===== config.mk =====
export PLATFORM = sky130hd
export DESIGN_NAME = clk_wiz_rst_seq
export DESIGN_NICKNAME = d
export VERILOG_FILES = /design/src/rtl/clk_wiz_rst_seq.sv
export SDC_FILE = /design/constraint.sdc
export NUM_CORES = 1
export LEC_CHECK = 0
export CORE_UTILIZATION = 40
export CTS_BUF_LIST = sky130_fd_sc_hd__clkbuf_4 sky130_fd_sc_hd__clkbuf_8 sky130_fd_sc_hd__clkbuf_16
export CTS_CLUSTER_SIZE = 28
export DETAILED_ROUTE_END_ITERATION = 10
export DONT_BUFFER_PORTS = 1
export HOLD_SLACK_MARGIN = 0.15
export PLACE_DENSITY = 0.6
export SYNTH_ARGS = -nofsm -noshare
export SYNTH_HDL_FRONTEND = slang
export SYNTH_SLANG_ARGS = --single-unit

===== constraint.sdc =====
create_clock -name clk_in1 -period 3.26 [get_ports clk_in1]
set_clock_uncertainty 0.05 [all_clocks]
set_input_delay 0.652 -clock clk_in1 [delete_from_list [all_inputs] [get_ports clk_in1]]
set_output_delay 0.652 -clock clk_in1 [all_outputs]
set_load 0.1 [all_outputs]

===== src/rtl/clk_wiz_rst_seq.sv =====
// Reset sequencer in front of the 2x clock wizard: holds the PLL in reset, waits for
// a stable lock, retries on timeout, and releases the 200 MHz core reset.
module clk_wiz_rst_seq #(
   parameter int RST_HOLD_CYCLES = 16,
   parameter int LOCK_TIMEOUT    = 1024,
   parameter int STABLE_CYCLES   = 64,
   parameter int MAX_RETRIES     = 3
) (
   input  logic       clk_in1,
   input  logic       resetn,
   input  logic       ext_rst_req,
   input  logic       locked,
   output logic       pll_resetn,
   output logic       sys_resetn,
   output logic       lock_fail,
   output logic [1:0] retry_count
);

   localparam int MAX_A   = (RST_HOLD_CYCLES > LOCK_TIMEOUT) ? RST_HOLD_CYCLES : LOCK_TIMEOUT;
   localparam int MAX_CNT = (MAX_A > STABLE_CYCLES) ? MAX_A : STABLE_CYCLES;
   localparam int CNT_W   = (MAX_CNT > 1) ? $clog2(MAX_CNT) : 1;

   localparam logic [CNT_W-1:0] HOLD_LAST = CNT_W'(RST_HOLD_CYCLES - 1);
   localparam logic [CNT_W-1:0] TO_LAST   = CNT_W'(LOCK_TIMEOUT - 1);
   localparam logic [CNT_W-1:0] STAB_LAST = CNT_W'(STABLE_CYCLES - 1);
   localparam logic [1:0]       MAX_R     = 2'(MAX_RETRIES);

   typedef enum logic [2:0] {
      ST_HOLD, ST_WAIT_LOCK, ST_STABILIZE, ST_RUN, ST_FAIL
   } state_e;

   state_e           state_q, state_d;
   logic [CNT_W-1:0] cnt_q, cnt_d;
   logic             pll_q, pll_d;
   logic             sys_q, sys_d;
   logic             fail_q, fail_d;
   logic [1:0]       retry_q, retry_d;
   logic [1:0]       retry_inc;
   logic [1:0]       sync_q;
   logic             locked_s;

   assign locked_s = sync_q[1];

   always_ff @(posedge clk_in1 or negedge resetn) begin
      if (!resetn) begin
         sync_q  <= 2'b00;
         state_q <= ST_HOLD;
         cnt_q   <= '0;
         pll_q   <= 1'b0;
         sys_q   <= 1'b0;
         fail_q  <= 1'b0;
         retry_q <= 2'd0;
      end else begin
         sync_q  <= {sync_q[0], locked};
         state_q <= state_d;
         cnt_q   <= cnt_d;
         pll_q   <= pll_d;
         sys_q   <= sys_d;
         fail_q  <= fail_d;
         retry_q <= retry_d;
      end
   end

   always_comb begin
      state_d   = state_q;
      cnt_d     = cnt_q;
      pll_d     = pll_q;
      sys_d     = sys_q;
      fail_d    = fail_q;
      retry_d   = retry_q;
      retry_inc = (retry_q == 2'd3) ? 2'd3 : retry_q + 2'd1;

      if (ext_rst_req) begin
         state_d = ST_HOLD;
         cnt_d   = '0;
         pll_d   = 1'b0;
         sys_d   = 1'b0;
         fail_d  = 1'b0;
         retry_d = 2'd0;
      end else begin
         case (state_q)
            ST_HOLD: begin
               pll_d = 1'b0;
               sys_d = 1'b0;
               if (cnt_q == HOLD_LAST) begin
                  state_d = ST_WAIT_LOCK;
                  pll_d   = 1'b1;
                  cnt_d   = '0;
               end else begin
                  cnt_d = cnt_q + CNT_W'(1);
               end
            end
            ST_WAIT_LOCK: begin
               // lock takes precedence over a timeout landing on the same edge
               if (locked_s) begin
                  state_d = ST_STABILIZE;
                  cnt_d   = '0;
               end else if (cnt_q == TO_LAST) begin
                  retry_d = retry_inc;
                  cnt_d   = '0;
                  pll_d   = 1'b0;
                  if (retry_inc == MAX_R) begin
                     state_d = ST_FAIL;
                     fail_d  = 1'b1;
                  end else begin
                     state_d = ST_HOLD;
                  end
               end else begin
                  cnt_d = cnt_q + CNT_W'(1);
               end
            end
            ST_STABILIZE: begin
               if (!locked_s) begin
                  state_d = ST_WAIT_LOCK;
                  cnt_d   = '0;
               end else if (cnt_q == STAB_LAST) begin
                  state_d = ST_RUN;
                  sys_d   = 1'b1;
                  retry_d = 2'd0;
                  cnt_d   = '0;
               end else begin
                  cnt_d = cnt_q + CNT_W'(1);
               end
            end
            ST_RUN: begin
               if (!locked_s) begin
                  state_d = ST_HOLD;
                  cnt_d   = '0;
                  sys_d   = 1'b0;
                  pll_d   = 1'b0;
               end
            end
            ST_FAIL: begin
               pll_d  = 1'b0;
               sys_d  = 1'b0;
               fail_d = 1'b1;
            end
            default: begin
               state_d = ST_HOLD;
               cnt_d   = '0;
            end
         endcase
      end
   end

   assign pll_resetn  = pll_q;
   assign sys_resetn  = sys_q;
   assign lock_fail   = fail_q;
   assign retry_count = retry_q;

endmodule


### Word level (Yosys, flattened, before mapping)

Index checks and enable logic that the tools add are counted.

* output and inout port bits: 5
* RAM bits: 0
* flip-flop bits (word level): 20
* ROM bits: 0
* memories: 0
* latch bits: 0

* shift-type cells: 0
* equality and inequality tests: 19
* order comparisons: 0
* multiply operators: 0
* bitwise operators: 0
* div/mod/pow operators: 0
* reductions and logical operators: 12
* $add $sub $neg: 2
* muxes and demuxes: 39

Operators with widths (number)
* 10-bit 2-to-1 mux: 7
* 10-bit case mux with 5 select lines: 1
* 3-bit 2-to-1 mux: 8
* 3-bit inequality test, second input constant: 7
* 3-bit case mux with 5 select lines: 1
* 1-bit 2-to-1 mux: 12
* 2-bit 2-to-1 mux: 6
* 4-bit AND reduction: 3
* 10-bit by 1-bit adder with 10-bit output, second input constant: 1
* 10-bit equality test, second input constant: 1
* 10-bit by 4-bit equality test with 1-bit output, second input constant: 1
* 10-bit by 6-bit equality test with 1-bit output, second input constant: 1
* 5-bit AND reduction: 2
* 4-bit inequality test, second input constant: 2
* 3-bit by 2-bit equality test with 1-bit output, second input constant: 2
* 3-bit nonzero test: 2
* 5-bit nonzero test: 1
* 2-bit equality test, second input constant: 2
* 1-bit case mux with 4 select lines: 1
* 2-bit case mux with 2 select lines: 1
* 4-bit nonzero test: 1
* 3-bit by 1-bit equality test with 1-bit output, second input constant: 1
* 3-bit equality test, second input constant: 1
* 3-bit zero test: 1
* other kinds (6): 6

### Depth between registers and ports, before layout

* depth in word-level cells: 8
* mapped depth: 7

### Least setup slack after synthesis

Ideal clock, no wire load.

* kind: reg2reg
* from: register cnt_q[7]
* to: register state_q[0]
* stages on the path, launching flop included: 6
* path buffers: 0
* clock period less this slack: 2.076 ns
* library setup time: 0.120 ns
* data arrival time: 1.905 ns
* setup slack: 1.184 ns
* cells stage by stage: dfrtp_1 > or4_4 > and3_1 > a221o_1 > o311a_1 > a41o_1

* word-level cells in the longest chain between the ends: 3
* elaborated cells on any way between the ends: 7
* those cells by class: eq/ne (6); reduce/logical (1)

Ends and longest elaborated chain
* from (decl): line 33 `logic [CNT_W-1:0] cnt_q, cnt_d;`
* from (signal assigned): line 56 `cnt_q <= cnt_d;`
* 10-bit by 6-bit equality test with 1-bit output, or another cell as far along: line 116 `end else if (cnt_q == STAB_LAST) begin`
* 4-bit inequality test (no source line) or 3-bit inequality test (tied branches)
* 5-bit AND reduction (no source line) *
* to (signal assigned): line 55 `state_q <= state_d;`
* to (decl): line 32 `state_e state_q, state_d;`

Every way passes the cells marked *; elsewhere a longest branch is shown, timed or not.
A chain may end at the register's enable or synchronous reset.

### Worst setup path after layout

* from: register state_q[0]
* to: register cnt_q[3]

* word-level cells in the longest chain between the ends: 3
* elaborated cells on any way between the ends: 10
* those cells by class: eq/ne (6); mux (2); reduce/logical (2)

Ends and longest elaborated chain
* 3-bit equality test, or another cell as far along: line 81 `case (state_q)`
* 10-bit case mux with 5 select lines, or another cell as far along: line 81
* 10-bit 2-to-1 mux or 2-bit AND reduction (tied branches)

Several ways; a longest one is shown, not always the timed one.

==> impl_metrics.env <==
export IMPL_ant_nets=0
export IMPL_root_buffer="clkbuf_4"
export IMPL_final_area_sq_mm=0.00121
export IMPL_cp_start_kind="flip-flop"
export IMPL_worst_skew_pair_late_latency_ns=0.31
export IMPL_die_h_microns=56.1
export IMPL_p_seq_share_pct=55.4
export IMPL_fin_crit_ns=2.31
export IMPL_dieArea_sq_mm=0.00314
export IMPL_comb_power_share_pct=17.7
export IMPL_port_buffers=0
export IMPL_ys_ff_latch=20
export IMPL_busiest_layer="met2"
export IMPL_p_leak_nw=0.524
export IMPL_area_growth_pct=3.10
export IMPL_diodes=0
export IMPL_synth_edff_count=0
export IMPL_timing_critical_path_fanout_max=12
export IMPL_final_util_pct=43.7
export IMPL_firstDrtPassIters=4
export IMPL_antenna_found_initial=0
export IMPL_min_period_over_period_pct=70.8
export IMPL_cts_made_buffers=3
export IMPL_arrival_ns=2.45
export IMPL_hold_path_class="primary input to flip-flop"
export IMPL_gp_congestion=0.905
export IMPL_die_w_microns=56.1
export IMPL_dpl_hpwl_microns=1700
export IMPL_worst_pin_slew_ns=0.949
export IMPL_synth_async_sr_flop_share_pct=100
export IMPL_maxSlewViolCount=0
export IMPL_n_fill_cell=275
export IMPL_avgSynthCellArea_sq_um=9.28
export IMPL_worstSetupPathType="flip-flop to flip-flop"
export IMPL_routedWlPerCell_microns=15.9
export IMPL_status="completed"
export IMPL_yosysTopAreaCellShare_pct=42.8
export IMPL_finalHoldViolCount=0
export IMPL_syn_nets=131
export IMPL_ys_warnings_count=0
export IMPL_p_int_mw=0.374
export IMPL_grtUsageMet1_pct=24.7
export IMPL_tns_ns=0
export IMPL_dpl_instance_area_sq_mm=0.00116
export IMPL_fin_nets=131
export IMPL_core_rowCount=19
export IMPL_worstPathRequired_ns=3.40
export IMPL_switchingPower_mw=0.195
export IMPL_drc=0
export IMPL_worstSetupEndpointType="flip-flop"
export IMPL_grt_pass1_vias=937
export IMPL_synth_area_leaders="dfrtp_1 (43%), nand2_1 (4.2%), nor2_1 (3.2%)"
export IMPL_cts_sinks=20
export IMPL_tritoncts="done"
export IMPL_grt_pass1_wl_microns=4250
export IMPL_cts_buffer_depth=2
export IMPL_yosysTopAreaCell="dfrtp_1"
export IMPL_grtUsageMet2_pct=26.2
export IMPL_clkPwrFrac_pct=26.9
export IMPL_vias=964
export IMPL_syn_area_sq_mm=0.00117
export IMPL_yosysSeqAreaShare_pct=42.8
export IMPL_setup_viol=0
export IMPL_first_iter_violations=37
export IMPL_synthCells=126
export IMPL_grt_max_degree=21
export IMPL_max_cap_violations=0
export IMPL_hold_slack_ns=0.302
export IMPL_grt_usage_pct=17.4
export IMPL_routed_wl_microns=2480
export IMPL_drive_gt1_share_pct=10.4
export IMPL_ir_worst_vdd_v=0.000297
export IMPL_io_pins=9
export IMPL_p_sw_share_pct=34.3
export IMPL_grt_ovfl_total=0
export IMPL_core_sq_mm=0.00276
export IMPL_clkTransAtPathRegs_ns=0.12
export IMPL_grt_setup_unrepaired="no"
export IMPL_post_cts_resized=0
export IMPL_power_density_mw_per_mm2=472
export IMPL_vias_per_cell=6.18
export IMPL_max_clock_freq_mhz=433
export IMPL_relSlewSlack_pct=36.7
export IMPL_initial_core_util_pct=42.4
export IMPL_ys_flop_type="dfrtp_1"
export IMPL_htree_levels=1
export IMPL_yosysUniqueCellTypes=45
export IMPL_use_met3_pct=3.02
## cells in the mapped netlist (all sizes together) (2+ instances only)
| cell | n |
|---|---|
| a211oi | 3 |
| a21oi | 6 |
| a31oi | 3 |
| and2 | 3 |
| and3 | 5 |
| buf | 2 |
| clkbuf | 4 |
| dfrtp | 20 |
| inv | 6 |
| mux2 | 2 |
| nand2 | 13 |
| nand3 | 4 |
| nor2 | 10 |
| nor3 | 6 |
| nor4 | 5 |
| o21ai | 6 |
| o221ai | 3 |
| o31ai | 2 |
## through the flow
step	power, mW	worst slack (ns)	instances
finish	0.570	0.951	156
global route	0.600	0.756	156
CTS	0.568	0.967	156
detailed placement	0.415	1.01	151
global placement	0.412	1.01	151
floorplan	0.406	1.18	126
## flip-flops by register name, summed over array words and instances, names as in the netlist
signal / count
cnt_q: 10
state_q: 3
retry_count: 2
sync_q: 2
lock_fail: 1
pll_resetn: 1
sys_resetn: 1
## final cells by class
cell class	instances	area [sq um]	share of cell area, %
tap	31	38.8	3.22
timing repair buffer	2	17.5	1.45
sequential	20	500	41.5
multi-input combinational	93	591	49.0
clock buffer	4	36.3	3.01
inverter	6	22.5	1.87
## cell usage in the layout, fill, tap and decap left out, types with 2 or more instances in the layout
cell	netlist	layout
a211oi_1	3	3
a21oi_1	6	6
a31oi_1	3	3
and2_1	3	3
and3_1	4	4
clkbuf_4	0	3
dfrtp_1	20	20
inv_1	6	6
mux2_2	2	2
nand2_1	13	13
nand3_1	3	3
nor2_1	10	10
nor3_1	6	6
nor4_1	4	4
o21ai_0	6	6
o221ai_1	3	3
o31ai_1	2	2
## logic make-up after synthesis
family          synth area share [%]
compound gates                  19.0
fa+ha+maj                       1.07
buf+inv                         6.74
flops                           42.8
mux                             1.92
simple gates                    28.5
## repair_timing
item / in CTS / in global routing
endpoints found under the hold margin: 20 / 0
buffers inserted: 0 / 0
hold buffers: 1 / 0
## routing by layer
metal	part of all wire [%]	routed length (microns)
met1	50	1240
met4	1.4	35
met3	3.0	75
met5	0	0
met2	45	1130
## power by group through the flow
stage	clock [mW]	combinational, mW	sequential [mW]
floorplan	0	0.101	0.306
global placement	0	0.0932	0.319
detailed placement	0	0.0947	0.321
CTS	0.151	0.101	0.315
global route	0.168	0.114	0.318
finish	0.153	0.101	0.316
## final timing paths
check                              to  cells past startpoint  slack (ns)        from
max                          cnt_q[3]                      5        0.95  state_q[0]
min                         sync_q[0]                      0        0.30      locked
max reg2reg                  cnt_q[3]                      5        0.95  state_q[0]
min reg2reg                 sync_q[1]                      0        0.31   sync_q[0]
max in group asynchronous  state_q[0]                      1        1.79      resetn
min in group asynchronous    cnt_q[8]                      1        0.84      resetn
## critical path, stage by stage, from the launching register on
cell and delay (ns):
dfrtp_1 0.57, inv_1 0.14, nor4_4 0.39, nor2b_1 0.43, nor2_1 0.18, a2111oi_0 0.42
Note: power is estimated with default switching activity, not from simulation.
==> variant 1: new RTL, config.mk and constraints unchanged <==
Change the parameter `STABLE_CYCLES` from 64 to 32.
--- a/src/rtl/clk_wiz_rst_seq.sv
+++ b/src/rtl/clk_wiz_rst_seq.sv
@@ -4,5 +4,5 @@
    parameter int RST_HOLD_CYCLES = 16,
    parameter int LOCK_TIMEOUT    = 1024,
-   parameter int STABLE_CYCLES   = 64,
+   parameter int STABLE_CYCLES   = 32,
    parameter int MAX_RETRIES     = 3
 ) (
Check against the original RTL: no difference found for any inputs over 10 cycles, from zero or initial values and one cycle with resetn low; that may be too few to reach the edited logic, so the function may still have changed.
==> variant 1 against the unedited design <==
  * First-iteration DRC count rose by 89%
  * Design area rose by 15%
  * Sequential cell count did not move
  * Worst setup slack improved by 0.067 ns
  * Routed wire length rose by 19%
  * Global-route usage rose by 0.98 points
  * Die area rose by 13%
  * Maximum frequency rose by 3.0%
  * Hold slack barely moved
  * Area after synthesis rose by 14%
  * Critical endpoint is now pll_resetn$_DFFE_PN0P_
Power is not compared: it rests on default switching activity, and its combinational part moved more than twofold at a synthesized area within 25%.
==> variant 1: results <==
metrics = {
    "outcome": {
        "outcome": "finished clean",
    },
    "logic_synthesis": {
        "yosys-top-cells-area": "dfrtp_1 38%, nand2_1 5.1%, nor2_1 3.4%",
        "synth_fa_ha_area_share_pct": 0.942,
        "synth_compound_area_share_pct": 23.6,
        "synthMuxAreaShare_pct": 1.60,
        "synth_xor_area_share_pct": 0.659,
        "synth_cell_types": 52,
        "yosys-top-cells-count": "20 x dfrtp_1, 18 x nand2_1, 12 x nor2_1",
        "ys_seq_area_share_pct": 37.7,
    },
    "worst_setup_path": {
        "worstPathMaxFanout": 6,
        "rrSetupSlack_ns": 1.02,
        "worstPathArrival_ns": 2.40,
        "timing.rr.start": "cnt_q[0]$_DFFE_PN0P_",
    },
    "placement": {
        "placed_cells": 179,
        "hpwl_mm": 2.11,
        "place.gp.congestion": 0.914,
    },
    "global_route": {
        "grt_pass1_wl_mm": 4.86,
        "grt_pass1_vias": 961,
        "grt_use_total_pct": 18.4,
    },
    "drt": {
        "met1_length_mm": 1.39,
        "post_drt_wl_per_cell_um": 16.1,
        "vias_per_cell": 6.00,
        "wl_met2_mm": 1.38,
        "wl_met3_um": 174,
    },
    "sta": {
        "whs_ns": 0.302,
        "tightest_slew_ns": 0.998,
    },
}
## variant 1: cell count changes after synthesis, moves of 3 or more
cell and delta:
nand3_1 +4, nor3_1 -3, o211ai_1 +3, o221ai_1 -3
and3_1 -4, a211oi_1 -3, a21o_1 +4, nand4_1 +3
nand2_1 +5
## variant 1: through the flow
stage / instance area [sq um] / setup slack (ns)
4_1_cts: 1390 / 1.06
3_5_place_dp: 1330 / 1.09
6_report: 1390 / 1.02
2_1_floorplan: 1330 / 1.33
5_1_grt: 1390 / 0.893
3_3_place_gp: 1330 / 1.16
## variant 1: cells by family after synthesis
family	Yosys count
simple gates	67
compound gates	40
flops	20
buf+inv	13
mux	2
xor+xnor	1
fa+ha+maj	1
## variant 1: worst paths after layout
| kind | to | cells past startpoint |
|---|---|---|
| setup / recovery | pll_resetn$_DFFE_PN0P_ | 6 |
| hold / removal | sync_q[0]$_DFF_PN0_ | 0 |
| setup reg to reg | pll_resetn$_DFFE_PN0P_ | 6 |
| hold reg to reg | sync_q[1]$_DFF_PN0_ | 0 |
| max in group asynchronous | state_q[2]$_DFFE_PN0P_ | 1 |
| min in group asynchronous | cnt_q[9]$_DFFE_PN0P_ | 1 |
## variant 1: where the power goes
group	switching [mW]	total [mW]	internal, mW	leakage, nW
sequential	0.00780	0.260	0.253	0.272
clock	0.0836	0.208	0.124	0.0279
combinational	0.0161	0.0269	0.0108	0.232
## variant 1: worst max-delay path: stages, from the launching register on
cell and delay, ns:
dfrtp_1 0.40, ha_1 0.26, and4_2 0.28, nand2_1 0.11
o41ai_2 0.53, o21ai_0 0.20, mux2_2 0.30
## variant 1: cell type report
cell class,count,area [sq um]
sequential,20,500
multi-input combinational,111,758
clock buffer,3,22.5
clock inverter,1,30.0
tap,44,55.1
fill,305,1710
inverter,4,15.0
timing repair buffer,1,10.0
## variant 1: routing by layer
layer,GRT usage [%],vias up
met5,0,-
met4,3.65,0
met3,4.15,2
met2,24.9,35
met1,29.3,535
li1,-,532
==> variant 2: new RTL, same flow settings <==
Without the edit above. Encoding of `state_e`: now Gray code (3 bits for 5 states).
--- a/src/rtl/clk_wiz_rst_seq.sv
+++ b/src/rtl/clk_wiz_rst_seq.sv
@@ -27,5 +27,5 @@
 
    typedef enum logic [2:0] {
-      ST_HOLD, ST_WAIT_LOCK, ST_STABILIZE, ST_RUN, ST_FAIL
+      ST_HOLD = 3'b000, ST_WAIT_LOCK = 3'b001, ST_STABILIZE = 3'b011, ST_RUN = 3'b010, ST_FAIL = 3'b110
    } state_e;
 
Behaviour: same outputs for any inputs over 10 cycles, from zero or initial values and one cycle with resetn low; not proved beyond that.
==> variant 2 against the unedited design <==
  * Die area grew 10%
  * Sequential share of layout area shrank 4.4 points
  * Non-clock buffer count grew 1
  * Sequential cell count is the same
  * Worst setup slack gained 0.17 ns
  * Area after synthesis grew 10%
  * Routed wire length grew 5.7%
  * Power shrank 3.0%
  * Combinational power shrank 10%
  * Design area grew 12%
  * Largest power group unchanged
==> variant 2: results <==
metrics = {
    "finish": {
        "final_util_pct": 44.1,
        "layout-drive-gt1-share_pct": 13.2,
    },
    "global_route": {
        "met1_usage_pct": 23.3,
        "grt_use_met3_pct": 5.71,
        "grt_use_total_pct": 16.9,
        "use_met2_pct": 24.4,
        "grt_pass1_vias": 931,
        "grt_pass1_wl_mm": 4.35,
    },
    "logic_synthesis": {
        "yosys-top-cells-area": "dfrtp_1 39%, o21ai_0 6.6%, nand2_1 4.9%",
        "avgSynthCellArea_sq_um": 8.97,
        "yosys-top-cells-count": "20 x dfrtp_1, 17 x nand2_1, 17 x o21ai_0",
        "ys_seq_area_share_pct": 38.8,
        "synth_cell_types": 49,
        "syn-num-nets": 149,
    },
    "pwr": {
        "p_leak_nw": 0.531,
        "max-vdd-ir-drop_mv": 0.220,
    },
    "placement": {
        "place_area_sq_mm": 0.00130,
        "place.gp.congestion": 0.819,
        "preCtsSetupSlack_ns": 1.10,
    },
    "sta": {
        "max_slew_margin_pct": 37.6,
    },
    "drt": {
        "post_drt_wl_per_cell_um": 13.9,
        "met1_length_mm": 1.26,
        "first_iter_violations": 71,
        "wl_met2_mm": 1.17,
    },
    "worst_setup_path": {
        "worstPathMaxFanout": 6,
        "timing.rr.start": "cnt_q[0]$_DFFE_PN0P_",
        "worstPathArrival_ns": 2.30,
        "ff2ff_path_depth": 6,
    },
    "outcome": {
        "outcome": "finished clean",
    },
}
## variant 2: what timing repair did
action	4_1_cts	5_1_grt
hold buffers	1	0
hold endpoints to repair	20	0
setup buffers	0	0
resized for setup	0	0
## variant 2: cells by family (layout without fill, tap and decap cells)
family | count (synthesis) | count (layout) | share of synthesized area [%]
AOI/OAI and AO/OA | 45 | 45 | 22.4
xor gates and xnor gates | 3 | 3 | 2.04
adders and majority gates | 1 | 1 | 0.969
buffers and inverters | 11 | 11 | 5.81
DFF | 20 | 20 | 38.8
muxes | 2 | 2 | 1.74
and+or+nand+nor | 62 | 62 | 28.3
## variant 2: path summary, 6_finish.rpt
path	endpoint	slack [ns]
max in group asynchronous	cnt_q[4]$_DFFE_PN0P_	1.74
max	retry_count[0]$_DFFE_PN0P_	1.12
min	sync_q[0]$_DFF_PN0_	0.31
max reg2reg	retry_count[0]$_DFFE_PN0P_	1.12
min in group asynchronous	sys_resetn$_DFFE_PN0P_	0.85
min reg2reg	sync_q[1]$_DFF_PN0_	0.31
## variant 2: critical path, stage by stage (launching register included)
cell	delay, ns
dfrtp_1	0.40
ha_1	0.24
nand3_4	0.15
nor4_4	0.49
a211oi_1	0.19
nor2_1	0.18
mux2_1	0.33
## variant 2: final cells by class
type | instances | share of cell area [%]
clock buffers | 4 | 2.69
inverters | 4 | 1.11
multi-input cells | 113 | 53.1
flip-flops and latches | 20 | 37.1
well taps | 44 | 4.09
repair buffers | 3 | 1.86
## variant 2: power breakdown
group	total (mW)	switching, mW	internal (mW)	leakage [nW]
clock network	0.151	0.0830	0.0683	0.0210
logic	0.0905	0.0577	0.0328	0.242
registers	0.311	0.0414	0.269	0.268
total	0.553	0.182	0.371	0.531
